===== src/rtl/uart_pkg.sv =====
// Shared state encoding, frame constants and helpers for the oversampled UART receiver.
package uart_pkg;

  localparam int DATA_BITS = 8;

  localparam logic [2:0] ST_IDLE  = 3'd0;
  localparam logic [2:0] ST_START = 3'd1;
  localparam logic [2:0] ST_DATA  = 3'd2;
  localparam logic [2:0] ST_STOP  = 3'd3;
  localparam logic [2:0] ST_BREAK = 3'd4;

  typedef enum logic [2:0] {
    RX_IDLE  = ST_IDLE,
    RX_START = ST_START,
    RX_DATA  = ST_DATA,
    RX_STOP  = ST_STOP,
    RX_BREAK = ST_BREAK
  } rx_state_e;

  function automatic int calc_tick_div(input int clock_rate, input int baud_rate,
                                       input int oversample);
    return clock_rate / (baud_rate * oversample);
  endfunction

  function automatic bit tick_cfg_ok(input int clock_rate, input int baud_rate,
                                     input int oversample);
    return (oversample >= 8) && ((oversample % 2) == 0) &&
           (calc_tick_div(clock_rate, baud_rate, oversample) >= 2);
  endfunction

  function automatic logic majority3(input logic a, input logic b, input logic c);
    return (a & b) | (a & c) | (b & c);
  endfunction

endpackage


===== src/rtl/uart_rx_oversampled_if.sv =====
// Receive-side bundle between the serial line front end and the host logic.
interface uart_rx_oversampled_if;
  logic       rxEn;
  logic       rxIn;
  logic       rxBusy;
  logic       rxDone;
  logic       rxErr;
  logic [7:0] rxOut;

  modport master (output rxEn, output rxIn,
                  input rxBusy, input rxDone, input rxErr, input rxOut);
  modport slave  (input rxEn, input rxIn,
                  output rxBusy, output rxDone, output rxErr, output rxOut);
endinterface


===== src/rtl/uart_baud_tick.sv =====
// Oversample strobe generator: one-clk tick every TICK_DIV clocks, realigned by restart.
module uart_baud_tick
  import uart_pkg::*;
#(
  parameter int CLOCK_RATE = 12000000,
  parameter int BAUD_RATE  = 9600,
  parameter int OVERSAMPLE = 16
) (
  input  logic clk,
  input  logic reset,
  input  logic restart,
  output logic tick
);

  localparam int TICK_DIV = calc_tick_div(CLOCK_RATE, BAUD_RATE, OVERSAMPLE);
  localparam int DIV_W    = $clog2(TICK_DIV);
  localparam logic [DIV_W-1:0] DIV_MAX = DIV_W'(TICK_DIV - 1);

  if (!tick_cfg_ok(CLOCK_RATE, BAUD_RATE, OVERSAMPLE)) begin : g_cfg_err
    $error("uart_baud_tick: need TICK_DIV >= 2 and an even OVERSAMPLE >= 8");
  end

  logic [DIV_W-1:0] div_q, div_d;

  // Next divider value: wraps at DIV_MAX, forced to zero on restart.
  always_comb begin
    if (restart || (div_q == DIV_MAX)) begin
      div_d = '0;
    end else begin
      div_d = div_q + 1'b1;
    end
  end

  // Divider register.
  always_ff @(posedge clk) begin
    if (reset) begin
      div_q <= '0;
    end else begin
      div_q <= div_d;
    end
  end

  assign tick = (div_q == DIV_MAX);

endmodule


===== src/rtl/uart_rx_oversampled.sv =====
// 8N1 UART receiver, LSB first, 16x oversampled with 2-of-3 mid-bit voting and framing checks.
module uart_rx_oversampled
  import uart_pkg::*;
#(
  parameter int CLOCK_RATE = 12000000,
  parameter int BAUD_RATE  = 9600,
  parameter int OVERSAMPLE = 16
) (
  input logic                  clk,
  input logic                  reset,
  uart_rx_oversampled_if.slave bus
);

  localparam int CNT_W = $clog2(OVERSAMPLE);
  localparam int BIT_W = $clog2(DATA_BITS);
  localparam logic [CNT_W-1:0] CNT_MAX  = CNT_W'(OVERSAMPLE - 1);
  localparam logic [CNT_W-1:0] VOTE_A   = CNT_W'(OVERSAMPLE / 2 - 1);
  localparam logic [CNT_W-1:0] VOTE_B   = CNT_W'(OVERSAMPLE / 2);
  localparam logic [CNT_W-1:0] VOTE_C   = CNT_W'(OVERSAMPLE / 2 + 1);
  localparam logic [BIT_W-1:0] LAST_BIT = BIT_W'(DATA_BITS - 1);

  logic                 sync1_q, sync2_q, prev_q;
  logic [2:0]           state_q, state_d;
  logic [CNT_W-1:0]     cnt_q, cnt_d, cnt_nx_s;
  logic [BIT_W-1:0]     bit_q, bit_d;
  logic [DATA_BITS-1:0] shreg_q, shreg_d;
  logic                 v0_q, v0_d, v1_q, v1_d;
  logic                 busy_q, busy_d, done_q, done_d, err_q, err_d;
  logic [DATA_BITS-1:0] out_q, out_d;
  logic                 tick_s, restart_s, fall_s, vote_now_s, vote_s;

  uart_baud_tick #(
    .CLOCK_RATE(CLOCK_RATE),
    .BAUD_RATE (BAUD_RATE),
    .OVERSAMPLE(OVERSAMPLE)
  ) u_tick (
    .clk    (clk),
    .reset  (reset),
    .restart(restart_s),
    .tick   (tick_s)
  );

  // Two-flop synchronizer plus edge-detect flop; idle-high preset avoids a false edge out of reset.
  always_ff @(posedge clk) begin
    if (reset) begin
      sync1_q <= 1'b1;
      sync2_q <= 1'b1;
      prev_q  <= 1'b1;
    end else begin
      sync1_q <= bus.rxIn;
      sync2_q <= sync1_q;
      prev_q  <= sync2_q;
    end
  end

  assign fall_s     = prev_q & ~sync2_q;
  assign cnt_nx_s   = (cnt_q == CNT_MAX) ? '0 : cnt_q + 1'b1;
  assign vote_now_s = tick_s && (cnt_nx_s == VOTE_C);
  assign vote_s     = majority3(v0_q, v1_q, sync2_q);

  // Receive FSM: sample counter, vote capture, shift register and output pulses.
  always_comb begin
    state_d   = state_q;
    cnt_d     = cnt_q;
    bit_d     = bit_q;
    shreg_d   = shreg_q;
    v0_d      = v0_q;
    v1_d      = v1_q;
    busy_d    = busy_q;
    out_d     = out_q;
    done_d    = 1'b0;
    err_d     = 1'b0;
    restart_s = 1'b0;
    if (!bus.rxEn) begin
      state_d = ST_IDLE;
      busy_d  = 1'b0;
      cnt_d   = '0;
      bit_d   = '0;
    end else begin
      if (tick_s) begin
        cnt_d = cnt_nx_s;
        if (cnt_nx_s == VOTE_A) begin
          v0_d = sync2_q;
        end else if (cnt_nx_s == VOTE_B) begin
          v1_d = sync2_q;
        end else begin
          v0_d = v0_q;
        end
      end else begin
        cnt_d = cnt_q;
      end
      case (state_q)
        ST_IDLE: begin
          if (fall_s) begin
            state_d   = ST_START;
            busy_d    = 1'b1;
            restart_s = 1'b1;
            cnt_d     = '0;
          end else begin
            state_d = ST_IDLE;
          end
        end
        ST_START: begin
          if (vote_now_s) begin
            if (vote_s) begin
              state_d = ST_IDLE;
              busy_d  = 1'b0;
            end else begin
              state_d = ST_DATA;
              bit_d   = '0;
            end
          end else begin
            state_d = ST_START;
          end
        end
        ST_DATA: begin
          if (vote_now_s) begin
            shreg_d = {vote_s, shreg_q[DATA_BITS-1:1]};
            if (bit_q == LAST_BIT) begin
              state_d = ST_STOP;
            end else begin
              bit_d = bit_q + 1'b1;
            end
          end else begin
            state_d = ST_DATA;
          end
        end
        ST_STOP: begin
          if (vote_now_s) begin
            busy_d = 1'b0;
            if (vote_s) begin
              out_d   = shreg_q;
              done_d  = 1'b1;
              state_d = ST_IDLE;
            end else begin
              err_d   = 1'b1;
              state_d = ST_BREAK;
              cnt_d   = '0;
            end
          end else begin
            state_d = ST_STOP;
          end
        end
        ST_BREAK: begin
          // Any low sample restarts the one-bit-time high qualification.
          if (!sync2_q) begin
            cnt_d = '0;
          end else if (tick_s) begin
            if (cnt_q == CNT_MAX) begin
              state_d = ST_IDLE;
              cnt_d   = '0;
            end else begin
              cnt_d = cnt_q + 1'b1;
            end
          end else begin
            cnt_d = cnt_q;
          end
        end
        default: begin
          state_d = ST_IDLE;
          busy_d  = 1'b0;
        end
      endcase
    end
  end

  // State and output registers.
  always_ff @(posedge clk) begin
    if (reset) begin
      state_q <= ST_IDLE;
      cnt_q   <= '0;
      bit_q   <= '0;
      shreg_q <= '0;
      v0_q    <= 1'b1;
      v1_q    <= 1'b1;
      busy_q  <= 1'b0;
      done_q  <= 1'b0;
      err_q   <= 1'b0;
      out_q   <= '0;
    end else begin
      state_q <= state_d;
      cnt_q   <= cnt_d;
      bit_q   <= bit_d;
      shreg_q <= shreg_d;
      v0_q    <= v0_d;
      v1_q    <= v1_d;
      busy_q  <= busy_d;
      done_q  <= done_d;
      err_q   <= err_d;
      out_q   <= out_d;
    end
  end

  assign bus.rxBusy = busy_q;
  assign bus.rxDone = done_q;
  assign bus.rxErr  = err_q;
  assign bus.rxOut  = out_q;

endmodule

===== src/flat_wrapper.sv =====
// flat-port wrapper written by rule: the top's interface ports become plain ports
module uart_rx_oversampled_flat import uart_pkg::*;
#(
  parameter int CLOCK_RATE = 12000000,
  parameter int BAUD_RATE  = 9600,
  parameter int OVERSAMPLE = 16
)
  (clk, reset, bus_rxEn, bus_rxIn, bus_rxBusy, bus_rxDone, bus_rxErr, bus_rxOut);
  uart_rx_oversampled_if bus_i ();
  input logic clk;
  input logic reset;
  input wire logic [$bits(bus_i.rxEn)-1:0] bus_rxEn;
  input wire logic [$bits(bus_i.rxIn)-1:0] bus_rxIn;
  output wire logic [$bits(bus_i.rxBusy)-1:0] bus_rxBusy;
  output wire logic [$bits(bus_i.rxDone)-1:0] bus_rxDone;
  output wire logic [$bits(bus_i.rxErr)-1:0] bus_rxErr;
  output wire logic [$bits(bus_i.rxOut)-1:0] bus_rxOut;
  assign bus_i.rxEn = bus_rxEn;
  assign bus_i.rxIn = bus_rxIn;
  assign bus_rxBusy = bus_i.rxBusy;
  assign bus_rxDone = bus_i.rxDone;
  assign bus_rxErr = bus_i.rxErr;
  assign bus_rxOut = bus_i.rxOut;
  uart_rx_oversampled #(.CLOCK_RATE(CLOCK_RATE), .BAUD_RATE(BAUD_RATE), .OVERSAMPLE(OVERSAMPLE)) u_core (.clk(clk), .reset(reset), .bus(bus_i));
endmodule

===== config.mk =====
export PLATFORM = sky130hd
export DESIGN_NAME = uart_rx_oversampled_flat
export DESIGN_NICKNAME = d
export VERILOG_FILES = /design/src/rtl/uart_pkg.sv /design/src/rtl/uart_rx_oversampled_if.sv /design/src/rtl/uart_baud_tick.sv /design/src/rtl/uart_rx_oversampled.sv /design/src/flat_wrapper.sv
export SDC_FILE = /design/constraint.sdc
export NUM_CORES = 1
export LEC_CHECK = 0
export CAP_MARGIN = 40
export CORE_MARGIN = 5
export CORE_UTILIZATION = 57
export CTS_CLUSTER_SIZE = 12
export DETAILED_ROUTE_END_ITERATION = 10
export GPL_TIMING_DRIVEN = 0
export PLACE_DENSITY = 0.86
export SLEW_MARGIN = 10
export SYNTH_ARGS = -nofsm -noshare
export SYNTH_HDL_FRONTEND = slang
export SYNTH_HIERARCHICAL = 1
export SYNTH_SLANG_ARGS = --single-unit

===== constraint.sdc =====
create_clock -name clk -period 2.76 [get_ports clk]
set_input_delay 0.276 -clock clk [delete_from_list [all_inputs] [get_ports clk]]
set_output_delay 0.276 -clock clk [all_outputs]
set_load 0.01 [all_outputs]

==> impl_metrics.ini, run 1 <==
[place]
portBuffers = 14
post-dp-hpwl_um = 2420
gp_congestion = 0.817

[sta]
tns_ns = 0
fin_crit_sh_pct = 87.1
period_minus_slack_ns = 2.40
slew_violations = 0
fmax_mhz = 416
rsz0062_at_grt = false
setup_viol = 0
hold_viol = 0
skew_ns = 0.00732
worst_pin_slew_ns = 0.561
slew_headroom_pct = 62.2

[power_and_ir_drop]
p_seq_share_pct = 57.7
power_density_nw_per_um2 = 481
p_int_uw = 826
leakage_nw = 0.782
swShare_pct = 21.0
power_mw = 1.05
vdd.ir_drop.worst_mv = 0.270
switchingPower_uw = 220
power.share.clock_pct = 39.0
p_comb_share_pct = 3.3

[floorplanning]
rows = 21
initial_utilization_pct = 57.5
die_y_um = 67.6
core_um2 = 3280
fp.dieW_um = 67.6
dieArea_um2 = 4570
ioPinCount = 15

[synthesis]
synth_warnings = 6
netlist_top_cells_area = dfxtp_1 (43%), mux2i_1 (12%), nand2_1 (6.2%)
ys_ff_latch = 41
synth-simple-area-share_pct = 24.2
yosysTopAreaCell = dfxtp_1
synthesis.nets = 214
ys_async_sr_fraction_pct = 0
seq_area_frac_synth_pct = 43.4
synthMuxAreaShare_pct = 12.2
synth_top_area_share_pct = 43.4
yosys_most_used_dff = dfxtp_1
synthCells = 202
synth_top_family_by_area = simple AND/OR/NAND/NOR gates
yosysUniqueCellTypes = 47
synthesis.area_um2 = 1890
synth_edf_count = 0
synth_compound_area_share_pct = 8.68
synth_xor_xnor_area_share_pct = 1.85
synth_fa_ha_area_share_pct = 5.89
syn_area_per_cell_um2 = 9.35

[worst_setup_path]
crit_chain = ha_1, nand4bb_1, nor2_1, clkbuf_1, nand2_1, nor3_4, mux2i_1
critPathKind = reg2reg
critPathLaunchType = flop
cp.arrival_ns = 2.68
cp_data_required_time_ns = 3.04
slowest_delay_ns = 0.56
end_kind = flop
cpMaxStageDelayCell = nor3_4
cp_max_fo = 9

[final_layout]
antenna_cells = 0
final_nets = 235
area.growth.synth_to_final_pct = 15.2
drive_gt1_share_pct = 8.93
final_util_pct = 66.2

[grt]
grt_overflow = 0
track_usage_pct = 17.2
antenna_found_initial = 0
grt_pass1_vias = 1365
grt_max_degree = 14
grt_pass1_wl_um = 5950

[clocking]
cts-resized-gates = 0
clock_path_buffers = 2
postCtsSetupBuffers = 0
cts_tree = yes
holdBufCountCts = 0
cts-root-buf = clkbuf_4
cts.sinks = 41
cts.htree.levels = 2
clk_pin_slew_ns = 0.12
clk_latency_ns = 0.34
cts_buffers = 5

[detailed_routing]
dr.pass1.iters = 4
first_iter_violations = 122
avgRoutedWirePerCell_um = 12.6
via_count = 1460
antenna_left = 0
routed_wl_um = 3410
avgViaCountPerCell = 5.41
drc = 0

[min_path]
min_path_type = reg2reg

[flow_run]
cap_violations = 0

[outcome]
outcome = complete, no violations
[worst paths after layout]
check	start	end	slack (ns)	cells past startpoint
hold reg to reg	u_core/sync1_q	u_core/sync2_q	0.43	1
setup reg to reg	u_core/u_tick/div_q[0]	u_core/bus.rxOut[0]	0.36	7
hold / removal	u_core/sync1_q	u_core/sync2_q	0.43	1
setup / recovery	u_core/u_tick/div_q[0]	u_core/bus.rxOut[0]	0.36	7
[per-layer routing]
layer	track usage, %	share of wire (%)	up-vias
li1	-	-	752
met1	21.7	48	687
met2	27.0	46	17
met3	5.16	4.1	4
met4	7.59	1.7	0
met5	0	0	-
[per-stage QoR]
step	setup WS, ns	cells	cell area (µm²)	hold WS (ns)
finish	0.356	270	2180	0.432
global route	0.135	270	2180	0.440
CTS	0.320	270	2180	0.438
detailed placement	0.365	262	2090	0.406
global placement	0.406	262	2090	0.391
floorplan	0.712	202	1890	0.367
[sequential cells by signal, summed over array words and instances (netlist names), 3 cells and up]
signal	cells
u_core/u_tick/div_q	7
u_core/state_q	3
u_core/shreg_q	8
u_core/bus.rxOut	8
u_core/cnt_q	4
u_core/bit_q	3
[power groups by stage]
stage	sequential, mW	combinational, mW	clock [mW]
floorplan	0.616	0.0208	0
global placement	0.617	0.0333	0
detailed placement	0.617	0.0348	0
CTS	0.604	0.0346	0.421
global route	0.605	0.0391	0.451
finish	0.604	0.0344	0.409
[kinds of logic after synthesis]
family | after synthesis
adders and majority gates | 9
muxes | 23
buffers and inverters | 16
AOI/OAI and AO/OA | 24
xor gates and xnor gates | 4
DFF | 41
and+or+nand+nor | 85
[critical path, delay by kind of cell, from the launching register on]
kind          cells  cell delay, ns
simple gates      4            1.16
flops             1            0.42
buf+inv           1            0.33
mux               1            0.25
fa+ha+maj         1            0.18
[Yosys cell counts (all sizes together), types with 2 or more instances]
library cell  count
mux2i            23
nand2b            2
a21oi             4
ha                8
or3               5
o21ai             8
o31ai             2
nand3             9
or2               2
clkbuf            4
xor2              3
nor4              2
nor2             13
nand2            31
a211oi            2
inv               7
nand4             2
and2              2
nor3b             2
dfxtp            41
nand3b            2
buf               4
nor3              7
[area by class of cell]
class | instances | area, µm²
fillers | 285 | 1110
well taps | 46 | 57.6
clock buffers | 6 | 51.3
flip-flops and latches | 41 | 821
repair buffers | 14 | 140
multi-input cells | 145 | 997
plain buffers | 8 | 41.3
inverters | 8 | 30.0
clock inverters | 2 | 37.5
[cells in the final DEF, fill, tap and decap left out, types with 3 or more instances in the layout]
| master | n |
|---|---|
| dfxtp_1 | 41 |
| nand2_1 | 31 |
| mux2i_1 | 23 |
| clkdlybuf4s50_1 | 14 |
| nor2_1 | 13 |
| nand3_1 | 8 |
| ha_1 | 8 |
| inv_1 | 7 |
| o21ai_0 | 7 |
| nor3_1 | 6 |
| clkbuf_4 | 5 |
| or3_1 | 5 |
| clkbuf_1 | 4 |
| a21oi_1 | 4 |
| buf_2 | 3 |
| xor2_1 | 3 |
Power figures use the tool's default switching activity.
==> run 2, diff against run 1 <==
MAX_ROUTING_LAYER = met4   (was default)
==> run 2 against run 1 <==
- worst setup slack lost 0.022 ns
- sequential power about the same
- via count up 1.6%
- first-iteration DRC count grew 11%
- cell area is the same
- non-clock buffer count stayed put
- hold slack barely moved
- global-route usage rose by 0.53 points
- final cell count stayed put
==> impl_metrics.ini, run 2 (synthesis gave the netlist of run 1 again) <==
[detailed_routing]
first_iter_violations = 135
dr.pass1.iters = 4
antenna_left = 0
avgViaCountPerCell = 5.49
drc = 0
routed_wl_um = 3430
avgRoutedWirePerCell_um = 12.7
via_count = 1483

[worst_setup_path]
cp_data_required_time_ns = 3.04
cpMaxStageDelayCell = nor3_4
cpLargestDelayFamily = simple AND/OR/NAND/NOR gates
slowest_delay_ns = 0.56
critPathLaunchType = flop
cp.arrival_ns = 2.70
critPathBufInv = 1
critPathKind = reg2reg
cp_max_fo = 9
crit_chain = ha_1, nand4bb_1, nor2_1, clkbuf_1, nand2_1, nor3_4, mux2i_1
end_kind = flop

[grt]
grt_max_degree = 14
antenna_found_initial = 0
track_usage_pct = 17.7
grt_pass1_wl_um = 5950
grt_overflow = 0
grt_pass1_vias = 1361

[sta]
setup_viol = 0
skew_ns = 0.00664
hold_viol = 0
worst_pin_slew_ns = 0.564
period_minus_slack_ns = 2.43
tns_ns = 0
fmax_mhz = 412
fin_crit_sh_pct = 87.9
slew_headroom_pct = 62.0
slew_violations = 0
rsz0062_at_grt = false

[outcome]
outcome = complete, no violations

[final_layout]
area.growth.synth_to_final_pct = 15.2
drive_gt1_share_pct = 8.93
antenna_cells = 0
mostFrequentLayoutCells = dfxtp_1 (41), nand2_1 (31), mux2i_1 (23), clkdlybuf4s50_1 (14), nor2_1 (13)
final_nets = 235
final_common_cell = dfxtp_1

[floorplanning]
initial_utilization_pct = 57.5
dieArea_um2 = 4570
ioPinCount = 15
rows = 21
fp.dieW_um = 67.6
die_y_um = 67.6
core_um2 = 3280

[clocking]
clock_path_buffers = 2
cts_buffers = 5
cts.htree.levels = 2
postCtsSetupBuffers = 0
holdBufCountCts = 0
clk_pin_slew_ns = 0.12
clk_latency_ns = 0.34
cts.sinks = 41
cts-resized-gates = 0
cts-root-buf = clkbuf_4
cts_tree = yes

[power_and_ir_drop]
swShare_pct = 20.9
vdd.ir_drop.worst_mv = 0.271
power_mw = 1.04
power_density_nw_per_um2 = 480
power.share.clock_pct = 38.9
switchingPower_uw = 218
p_seq_share_pct = 57.8
p_int_uw = 826
p_comb_share_pct = 3.3
leakage_nw = 0.782

[place]
post-dp-hpwl_um = 2420
portBuffers = 14
gp_congestion = 0.829

[min_path]
min_path_type = reg2reg

[flow_run]
cap_violations = 0
## run 2: worst register-to-register path: stages, from the launching register on
cell	delay, ns
dfxtp_1	0.42
ha_1	0.18
nand4bb_1	0.14
nor2_1	0.12
clkbuf_1	0.34
nand2_1	0.35
nor3_4	0.56
mux2i_1	0.26
## run 2: power groups by stage
stage	Sequential, mW	Clock (mW)	Combinational (mW)
2_1_floorplan	0.616	0	0.0208
5_1_grt	0.605	0.450	0.0391
6_report	0.604	0.406	0.0344
4_1_cts	0.604	0.421	0.0346
3_5_place_dp	0.617	0	0.0348
3_3_place_gp	0.617	0	0.0333
## run 2: layout make-up
cell class,instances,area (µm²)
Timing Repair Buffer,14,140
Clock inverter,2,37.5
Multi-Input combinational cell,145,997
Fill cell,285,1110
Inverter,8,30.0
Buffer,8,41.3
Tap cell,46,57.6
Sequential cell,41,821
Clock buffer,6,51.3
## run 2: worst paths after layout
check | cells past startpoint | slack [ns] | start | end
setup / recovery | 7 | 0.33 | u_core/u_tick/div_q[0] | u_core/bus.rxOut[0]
hold / removal | 1 | 0.43 | u_core/sync1_q | u_core/sync2_q
setup reg to reg | 7 | 0.33 | u_core/u_tick/div_q[0] | u_core/bus.rxOut[0]
hold reg to reg | 1 | 0.43 | u_core/sync1_q | u_core/sync2_q
## run 2: routing by layer
layer / track usage (%) / wire length, µm / vias to the layer above
met2: 27.0 / 1620 / 24
met4: 9.11 / 35 / 0
met1: 21.8 / 1620 / 700
met5: - / 0 / -
li1: - / - / 757
met3: 4.16 / 158 / 2
## run 2: per-stage QoR
stage	std cells	hold WS (ns)	utilization [%]	area, µm²	worst slack [ns]
floorplan	202	0.367	-	1890	0.712
global placement	262	0.391	63.5	2090	0.406
detailed placement	262	0.406	63.5	2090	0.365
CTS	270	0.438	66.2	2180	0.320
global route	270	0.440	66.2	2180	0.135
finish	270	0.432	66.2	2180	0.334
